<file path="config.mk">
export PLATFORM = sky130hd
export DESIGN_NAME = pcm_packetizer
export DESIGN_NICKNAME = d
export VERILOG_FILES = /design/src/rtl/pcm_pkt_pkg.sv /design/src/rtl/pcm_packetizer.sv
export SDC_FILE = /design/constraint.sdc
export NUM_CORES = 1
export LEC_CHECK = 0
export CORE_ASPECT_RATIO = 0.5
export CORE_MARGIN = 5
export CORE_UTILIZATION = 45
export CTS_BUF_LIST = sky130_fd_sc_hd__clkbuf_16
export CTS_CLUSTER_SIZE = 40
export DETAILED_ROUTE_END_ITERATION = 7
export MAX_ROUTING_LAYER = met4
export PLACE_DENSITY_LB_ADDON = 0.15
export SYNTH_ARGS = -nofsm -noshare
export SYNTH_HDL_FRONTEND = slang
export SYNTH_SLANG_ARGS = --single-unit
export TNS_END_PERCENT = 50
</file>
<file path="constraint.sdc">
create_clock -name clk -period 5.7 [get_ports clk]
set_input_delay 1.14 -clock clk [delete_from_list [all_inputs] [get_ports clk]]
set_output_delay 1.14 -clock clk [all_outputs]
set_load 0.1 [all_outputs]
</file>
<file path="src/rtl/pcm_pkt_pkg.sv">
// pcm_pkt_pkg: shared FSM state encoding and default sync bytes for the PCM packetizer
package pcm_pkt_pkg;
  typedef enum logic [2:0] {
    ST_IDLE, ST_SYNC0, ST_SYNC1, ST_SEQ, ST_LEN, ST_PAY_LO, ST_PAY_HI, ST_CSUM
  } state_t;
  localparam logic [7:0] DEF_SYNC0 = 8'hA5;
  localparam logic [7:0] DEF_SYNC1 = 8'h5A;
endpackage

</file>
<file path="src/rtl/pcm_packetizer.sv">
// pcm_packetizer: frames 16-bit PCM samples into sync/seq/len/payload/checksum byte packets
module pcm_packetizer
  import pcm_pkt_pkg::*;
#(
  parameter int         SAMPLES_PER_PKT = 32,
  parameter logic [7:0] SYNC0           = DEF_SYNC0,
  parameter logic [7:0] SYNC1           = DEF_SYNC1
) (
  input  logic        clk,
  input  logic        rst_n,
  input  logic        enable_i,
  input  logic [15:0] pcm_data_i,
  input  logic        pcm_valid_i,
  input  logic        fifo_full_i,
  output logic        fifo_wr_en_o,
  output logic [7:0]  fifo_data_o,
  output logic [7:0]  seq_o,
  output logic [15:0] drop_count_o,
  output logic        busy_o
);
  state_t      state, state_nx;
  logic        hold_full, avail, wr, consume, accept, last;
  logic [15:0] hold_data, drops;
  logic [7:0]  seq, csum, cnt, byte_d;
  always_comb begin
    avail    = (state == ST_PAY_LO) ? hold_full : (state != ST_IDLE);
    wr       = rst_n && avail && !fifo_full_i;
    consume  = wr && (state == ST_PAY_HI);
    // once a packet is under way, samples are still accepted even with enable low
    accept   = pcm_valid_i && (enable_i || state != ST_IDLE);
    last     = cnt == 8'(SAMPLES_PER_PKT - 1);
    byte_d   = 8'h00;
    case (state)
      ST_SYNC0:  byte_d = SYNC0;
      ST_SYNC1:  byte_d = SYNC1;
      ST_SEQ:    byte_d = seq;
      ST_LEN:    byte_d = 8'(SAMPLES_PER_PKT);
      ST_PAY_LO: byte_d = hold_data[7:0];
      ST_PAY_HI: byte_d = hold_data[15:8];
      ST_CSUM:   byte_d = csum;
      default:   byte_d = 8'h00;
    endcase
    // CSUM is last in the encoding, so +1 wraps it back to IDLE
    state_nx = (state == ST_IDLE) ? ((enable_i && hold_full) ? ST_SYNC0 : ST_IDLE) :
               !wr ? state :
               (state == ST_PAY_HI) ? (last ? ST_CSUM : ST_PAY_LO) :
               state_t'(state + 3'd1);
  end
  always_ff @(posedge clk) begin
    if (!rst_n) begin
      state     <= ST_IDLE;
      hold_full <= 1'b0;
      hold_data <= 16'h0000;
      seq       <= 8'h00;
      drops     <= 16'h0000;
      csum      <= 8'h00;
      cnt       <= 8'h00;
    end else begin
      state <= state_nx;
      if (accept && (!hold_full || consume)) begin
        hold_full <= 1'b1;
        hold_data <= pcm_data_i;
      end else if (consume) begin
        hold_full <= 1'b0;
      end
      if (accept && hold_full && !consume && drops != 16'hFFFF)
        drops <= drops + 16'd1;
      if (wr && state == ST_CSUM)
        csum <= 8'h00;
      else if (wr && state >= ST_SEQ)
        csum <= csum + byte_d;
      if (consume)
        cnt <= last ? 8'h00 : cnt + 8'd1;
      if (wr && state == ST_CSUM)
        seq <= seq + 8'd1;
    end
  end
  assign fifo_wr_en_o = wr;
  assign fifo_data_o  = rst_n ? byte_d : 8'h00;
  assign seq_o        = seq;
  assign drop_count_o = drops;
  assign busy_o       = rst_n && (state != ST_IDLE);
endmodule

</file>
* Yosys cells after proc, flatten, opt, wreduce, memory -nomap -nowiden
Cells that the tools add are included.
Word-level totals: word-level logic and storage cells 56, input bits 21, output and inout port bits 34, register bits after elaboration 60
Cells by class: mux-type cells 11, $add $sub $neg 5, bitwise logic cells 1, $lt $le $gt $ge 1, reductions and logical operators 22, eq/ne operators 9
Operator list (number):
- $pmux W8 S7 | 1
- $add A16 B1 Y16 const B | 1
- $add A8 B1 Y8 const B | 2
- $mux W8 | 2
- $ne A16 B16 Y1 const B | 1
- $eq A3 B3 Y1 const B | 4
- $logic_and A1 B1 Y1 | 12
- $mux W3 | 3
- $add A8 B8 Y8 | 1
- $eq A8 B5 Y1 const B | 1
- $eq A3 B2 Y1 const B | 2
- $mux W1 | 4
- $reduce_bool A2 Y1 | 2
- $add A3 B1 Y3 const B | 1
- $eq A3 B1 Y1 const B | 1
- $ge A3 B2 Y1 const B | 1
- $logic_not A1 Y1 | 3
- $logic_not A3 Y1 | 1
- $reduce_bool A3 Y1 | 1
- $logic_or A1 B1 Y1 | 2
- $mux W2 | 1
- $reduce_or A2 Y1 | 1
- $not A1 Y1 | 1

* Depth between registers and ports, before layout
Gate-level depths: netlist of the first run.
depth in word-level cells 8, mapped depth 15, mapped depth without buffers 13

* Worst setup path after synthesis of the first run
OpenSTA, ideal clock, no wires.
path type input-to-output, start input port rst_n, end output port busy_o, arrival 3118 ps, path buffers 2, cell stages on the path 4, slack 1442 ps, data required time 4560 ps, cell sequence clkbuf_1 inv_2 clkbuf_1 a21oi_1
On the way: cells in the longest elaborated chain, start to end 1
RTL lines:
- from (decl) | RTL line pcm_packetizer.sv:10 | input logic rst_n,
- $logic_and A1 B1 Y1 | RTL line pcm_packetizer.sv:82 | assign busy_o = rst_n && (state != ST_IDLE);
- to (decl) | RTL line pcm_packetizer.sv:19 | output logic busy_o
No other way between the ends.

* Worst setup path after layout of the first run
start register state[2], end output port fifo_data_o[3]
On the way: cells in the longest elaborated chain, start to end 3, elaborated cells between the ends (all ways) 9, classes of those cells eq/ne: 7; mux: 2
RTL lines:
- from (decl) | RTL line pcm_packetizer.sv:21 | state_t state, state_nx;
- from (signal assigned) | RTL line pcm_packetizer.sv:59 | state <= state_nx;
- $eq A3 B3 Y1 (tied with other cells) | RTL line pcm_packetizer.sv:33 | case (state)
- $pmux W8 S7 * | RTL line pcm_packetizer.sv:33
- $mux W8 * | RTL line pcm_packetizer.sv:79 | assign fifo_data_o = rst_n ? byte_d : 8'h00;
- to (decl) | RTL line pcm_packetizer.sv:16 | output logic [7:0] fifo_data_o,
Every way passes the cells marked *; elsewhere a longest branch is shown, timed or not.

==> flow_summary_export.csv, run 1 <==
group,metric,value,unit
run_status,status,"finished clean",
timing,drv_slew,0,
worst_setup_path,reg2reg_setup_slack,2.05,ns
yosys,synthFlopType,"dfxtp_1",
finish,stdcell_area,3940,um2
placed_design,globalplace.congestion,0.8837,
grt,grtUsageTotal,19.64,%
cts,cts_resized,0,
grt,grt_overflow_total,0,
grt,grt_use_met2,32.04,%
drt,drtPass1Iterations,6,
finish,num-nets-final,449,
finish,drive_gt1_share,5.981,%
yosys,postSynth.asyncResetShare,0,%
timing,rsz0062_at_grt,"no",
yosys,yosys-top-cells-count,"dfxtp_1, nor2_1, nand2_1",
placed_design,place_ws,1.386,ns
drt,detail-route-antenna-nets,0,
worst_setup_path,worst-setup-path-type,"reg2out",
grt,met3_usage,6.859,%
floorplan,fp.dieArea,8691,um2
timing,setup_viol,0,
worst_setup_path,crit_family,"buffers and inverters",
grt,use_met1,23.28,%
worst_setup_path,startpoint_type,"flip-flop",
yosys,syn_nets,396,
worst_setup_path,r2r-end,"csum[7]",
worst_setup_path,crit_chain,"inv_1 -> ha_1 -> a22o_1 -> a221o_1 -> and2_1 -> clkdlybuf4s50_1",
cts,cts-root-buf,"clkbuf_16",
worst_setup_path,path_buf_inv,2,
floorplan,io_pins,55,
drt,wl_per_cell,15.24,um
yosys,ys_top_cells_by_area,"dfxtp_1, nor2_1, xor2_1",
timing,max_freq,228.1,MHz
yosys,synth.largest_area_cell,"dfxtp_1",
timing,relSlewSlack,34.05,%
grt,grt_pass1_wl,12950,um
cts,h-tree-depth,3,
timing,fin_crit,4.384,ns
worst_setup_path,critPathRequiredTime,4.56,ns
floorplan,coreArea,6674,um2
grt,grt_pass1_vias,2751,
floorplan,rows,21,
yosys,synthCells,360,
worst_setup_path,crit_cells,6,
cts,cts_hold_buf,0,
worst_setup_path,cp-endpoint,"fifo_data_o[3]",
timing,hold_viol_final,0,
min_path,hold_class,"reg2reg",
worst_setup_path,reg2regPathDepth,12,
yosys,synth-edff-count,0,
power_and_ir_drop,ir_drop,0.1468,mV
cts,cts.sinks,60,
timing,fin_ws,1.316,ns
floorplan,die_width,126.9,um
timing,finClkSkew,0.005500,ns
drt,wirelength,7770,um
worst_setup_path,timing.rr.start,"state[2]",
cts,cts_made_buffers,9,
yosys,ys_seq_area_share,39.04,%
yosys,yosysMostFrequentCell,"dfxtp_1",
power_and_ir_drop,p_per_area,259.6,nW/um2
flow_run,maxCapViolations,0,
yosys,syn_area,3077,um2
cts,clockBufferDepth,2,
placed_design,io_buffers,54,
finish,seq_area,1201,um2
yosys,synth-seq-cells,60,
finish,syn2layout_area_growth,28.06,%
drt,route.vias.total,2793,
drt,viasPerCell,5.476,
worst_setup_path,crit_slowest_cell,"clkdlybuf4s50_1",
power_and_ir_drop,p_leak,1.623,nW
timing,period_share,76.92,%
worst_setup_path,arrival,3.24,ns
finish,multiInputGateArea,1780,um2
worst_setup_path,cpPeakStageDelay,0.96,ns
grt,grt_max_degree,37,
floorplan,initial_core_util,46.10,%
grt,antenna_found_initial,0,
yosys,synth_cell_types,47,
timing,hold_slack,0.4858,ns
placed_design,dp_hpwl,5695,um
cts,clk_latency,0.33,ns
drt,drc,0,
power_and_ir_drop,finalPower,0.001023,W
worst_setup_path,startpoint,"state[2]",
cts,cts.clk_slew.worst_paths,0.05,ns
finish,fillers,617,
cts,postCtsSetupRepairBufs,0,
yosys,synth_top_cell_area_share,39.04,%
grt,busiest_layer,"met2",
drt,first_iter_violations,264,
worst_setup_path,cp-end-kind,"output pin",
finish,n_antenna_cell,0,
timing,worstMarginPinSlew,0.9862,ns
yosys,ys_warn_count,0,
cts,cts_tree,"done",
yosys,syn_area_per_cell,8.546,um2
floorplan,fp.dieH,68.47,um
timing,fin_setup_tns,0,ns
placed_design,place_area,3662,um2
worst_setup_path,path_max_fanout,12,
## layout make-up
| cell class | count | area share (%) |
|---|---|---|
| Multi-Input combinational cell | 278 | 45.19 |
| Clock inverter | 7 | 1.334 |
| Inverter | 8 | 0.7621 |
| Timing Repair Buffer | 56 | 13.59 |
| Tap cell | 92 | 2.922 |
| Clock buffer | 9 | 5.716 |
| Sequential cell | 60 | 30.49 |
## cell families after synthesis
kind of cell | share of synthesized area [%]
adders and majority gates | 7.401
muxes | 5.856
DFF | 39.04
buffers and inverters | 3.091
AOI/OAI and AO/OA | 13.14
xor gates and xnor gates | 9.109
and+or+nand+nor | 22.37
## worst min path at each step
stage                     startpoint       to  slack (ns)  cells after the start
final                        csum[4]  csum[4]        0.49                      2
after CTS                    csum[4]  csum[4]        0.48                      2
after global placement       csum[4]  csum[4]        0.46                      2
after global routing         csum[4]  csum[4]        0.50                      2
after floorplan              csum[4]  csum[4]        0.45                      2
after detailed placement     csum[4]  csum[4]        0.47                      2
## flip-flops by register name, summed over array words and instances (netlist names)
signal and cells:
hold_full 1, cnt 8, state 3, drop_count_o 16, seq_o 8, hold_data 16, csum 8
## power breakdown
| part | total, W | switching (W) | internal [W] | leakage [nW] |
|---|---|---|---|---|
| combinational | 0.0000812 | 0.0000478 | 0.0000334 | 0.988 |
| sequential | 0.000439 | 0.00000874 | 0.000430 | 0.486 |
| clock | 0.000503 | 0.000175 | 0.000328 | 0.149 |
## per-layer routing
layer / vias to the layer above / part of all wire (%)
met1: 1311 / 46
met3: 7 / 6.2
met2: 93 / 47
met5: - / 0
met4: 0 / 0.50
li1: 1382 / -
## worst min-delay path, delay by kind of cell, from the launching register on
family	cells	cell delay, ns
DFF	1	0.33
and+or+nand+nor	1	0.06
AOI/OAI and AO/OA	1	0.05
## cell usage in the layout, fill, tap and decap left out, types with 2 or more instances in the layout
cell and n:
clkbuf_16 9, a21oi_1 21, mux2i_1 18, clkdlybuf4s50_1 46
a221o_1 2, buf_4 10, nand3_1 10, or3_1 4
nor4_1 3, and2_1 6, dfxtp_1 60, a222oi_1 6
o21ai_0 16, nand2_1 36, nor3_1 5, nand4_1 12
xnor2_1 8, a31oi_1 3, and3_1 6, xor2_1 24
nand4b_1 2, o211ai_1 4, maj3_2 2, clkinv_1 2
nor2_1 56, inv_1 11, ha_1 14, a21o_1 2
## per-stage QoR
stage | instances | utilization, %
floorplan | 360 | -
global placement | 494 | 54.87
detailed placement | 494 | 54.87
CTS | 510 | 59.04
global route | 510 | 59.04
finish | 510 | 59.04
Note: power is estimated with default switching activity, not from simulation.
==> run 2: changes to the inputs <==
clock period = 4.25 ns   (was 5.7 ns; I/O delays follow)
==> run 2 against run 1 <==
Flip-flop and latch count unchanged. Global-route usage down 0.36 points. First-iteration DRC count down 28%. Critical path depth up 6. Clock power up 37%. Sequential power up 34%. Total power up 36%. Final area up 1.5%. Register-to-register slack worse by 1.4 ns. Count of clock-buffer cells in the layout unchanged. Non-clock buffer count up 1. Largest cell class unchanged.
==> flow_summary_export.csv, run 2 (same netlist as run 1, synthesis figures left out) <==
group,metric,value,unit
run_status,status,"finished clean",
timing,drv_slew,0,
floorplan,coreArea,6674,um2
placed_design,place_ws,0.7485,ns
cts,cts.sinks,60,
drt,first_iter_violations,189,
finish,num-nets-final,450,
finish,stdcell_area,3998,um2
worst_setup_path,startpoint_type,"flip-flop",
finish,n_antenna_cell,0,
grt,grt_pass1_vias,2666,
grt,grt_pass1_wl,12760,um
worst_setup_path,arrival,3.85,ns
cts,clk_latency,0.33,ns
finish,drive_gt1_share,7.160,%
floorplan,initial_core_util,46.10,%
timing,rsz0062_at_grt,"no",
power_and_ir_drop,p_per_area,346.7,nW/um2
timing,period_share,84.03,%
finish,final_cell_mix,"dfxtp_1, nor2_1, clkdlybuf4s50_1",
floorplan,die_width,126.9,um
grt,grt_overflow_total,0,
placed_design,io_buffers,54,
drt,wl_per_cell,15.00,um
grt,antenna_found_initial,0,
timing,max_freq,280.0,MHz
floorplan,fp.dieArea,8691,um2
min_path,hold_class,"reg2reg",
drt,route.vias.total,2754,
floorplan,rows,21,
flow_run,maxCapViolations,0,
worst_setup_path,worst-setup-path-type,"reg2reg",
drt,drc,0,
finish,syn2layout_area_growth,29.93,%
finish,mostFrequentLayoutCell,"dfxtp_1",
floorplan,fp.dieH,68.47,um
timing,relSlewSlack,33.66,%
cts,cts_resized,0,
finish,fillers,600,
power_and_ir_drop,p_leak,1.630,nW
worst_setup_path,crit_chain,"inv_1 -> ha_1 -> a222oi_1 -> nand2_1 -> ha_1 -> a21oi_1 -> nand2_1 -> maj3_2 -> a21o_1 -> maj3_2 -> a221o_1 -> nand3_1",
placed_design,place_area,3715,um2
drt,drtPass1Iterations,4,
cts,h-tree-depth,3,
drt,detail-route-antenna-nets,0,
cts,postCtsSetupRepairBufs,0,
timing,finClkSkew,0.005444,ns
grt,grtUsageTotal,19.29,%
timing,setup_viol,0,
worst_setup_path,path_max_fanout,12,
drt,wirelength,7667,um
timing,fin_ws,0.6786,ns
power_and_ir_drop,finalPower,0.001386,W
cts,cts.clk_slew.worst_paths,0.05,ns
placed_design,dp_hpwl,5716,um
cts,cts_made_buffers,9,
worst_setup_path,crit_slowest_cell,"dfxtp_1",
cts,clockBufferDepth,2,
timing,fin_setup_tns,0,ns
worst_setup_path,critPathRequiredTime,4.52,ns
power_and_ir_drop,ir_drop,0.2096,mV
worst_setup_path,cp-end-kind,"flip-flop",
cts,cts_hold_buf,0,
grt,grt_max_degree,29,
floorplan,io_pins,55,
cts,cts_tree,"done",
cts,cts-root-buf,"clkbuf_16",
timing,hold_viol_final,0,
timing,worstMarginPinSlew,0.9920,ns
placed_design,globalplace.congestion,0.8906,
drt,viasPerCell,5.389,
worst_setup_path,cpPeakStageDelay,0.53,ns
timing,fin_crit,3.571,ns
[run 2: cell types whose count changed in the layout (fill, tap and decap cells not counted), sizes merged]
cell,delta
buf,+3
clkdlybuf4s50,-2
clkinv,+3
clkinvlp,+1
inv,-4
[run 2: final timing paths]
path	depth (start not counted)	slack, ns	startpoint	to
min reg2reg	2	0.49	csum[0]	csum[0]
max reg2reg	12	0.68	state[2]	csum[7]
min	2	0.49	csum[0]	csum[0]
max	12	0.68	state[2]	csum[7]
[run 2: metal layers]
| metal | global-route usage [%] | up-vias | wire [um] | part of all wire, % |
|---|---|---|---|---|
| li1 | - | 1380 | - | - |
| met1 | 22.75 | 1294 | 3526 | 46 |
| met2 | 31.45 | 68 | 3589 | 47 |
| met3 | 6.547 | 12 | 448 | 5.8 |
| met4 | 6.551 | 0 | 102 | 1.3 |
| met5 | - | - | 0 | 0 |
[run 2: final cells by class]
cell class,count,area [um2],share of cell area [%]
multi-input combinational,278,1780,44.54
clock buffer,9,225.2,5.634
timing repair buffer,57,588.1,14.71
tap,92,115.1,2.879
sequential,60,1201,30.05
inverter,8,30.03,0.7512
clock inverter,7,57.56,1.440
[run 2: worst max-delay path: cells and delay by family (launching register included)]
kind,cells,cell delay [ns]
adders and majority gates,4,1.34
buffers and inverters,1,0.23
DFF,1,0.53
and+or+nand+nor,3,0.27
AOI/OAI and AO/OA,4,1.13
[run 2: metrics by stage]
stage | util (%) | hold slack [ns] | std cells
floorplan | - | 0.4485 | 360
CTS | 59.90 | 0.4874 | 511
global route | 59.90 | 0.5289 | 511
detailed placement | 55.66 | 0.4757 | 495
global placement | 55.66 | 0.4727 | 495
finish | 59.90 | 0.4929 | 511
[run 2: power by group]
part	internal, W	total (W)	switching [W]
Clock	0.000443	0.000687	0.000244
Sequential	0.000577	0.000589	0.0000119
Combinational	0.0000465	0.000111	0.0000640
Total	0.00107	0.00139	0.000320
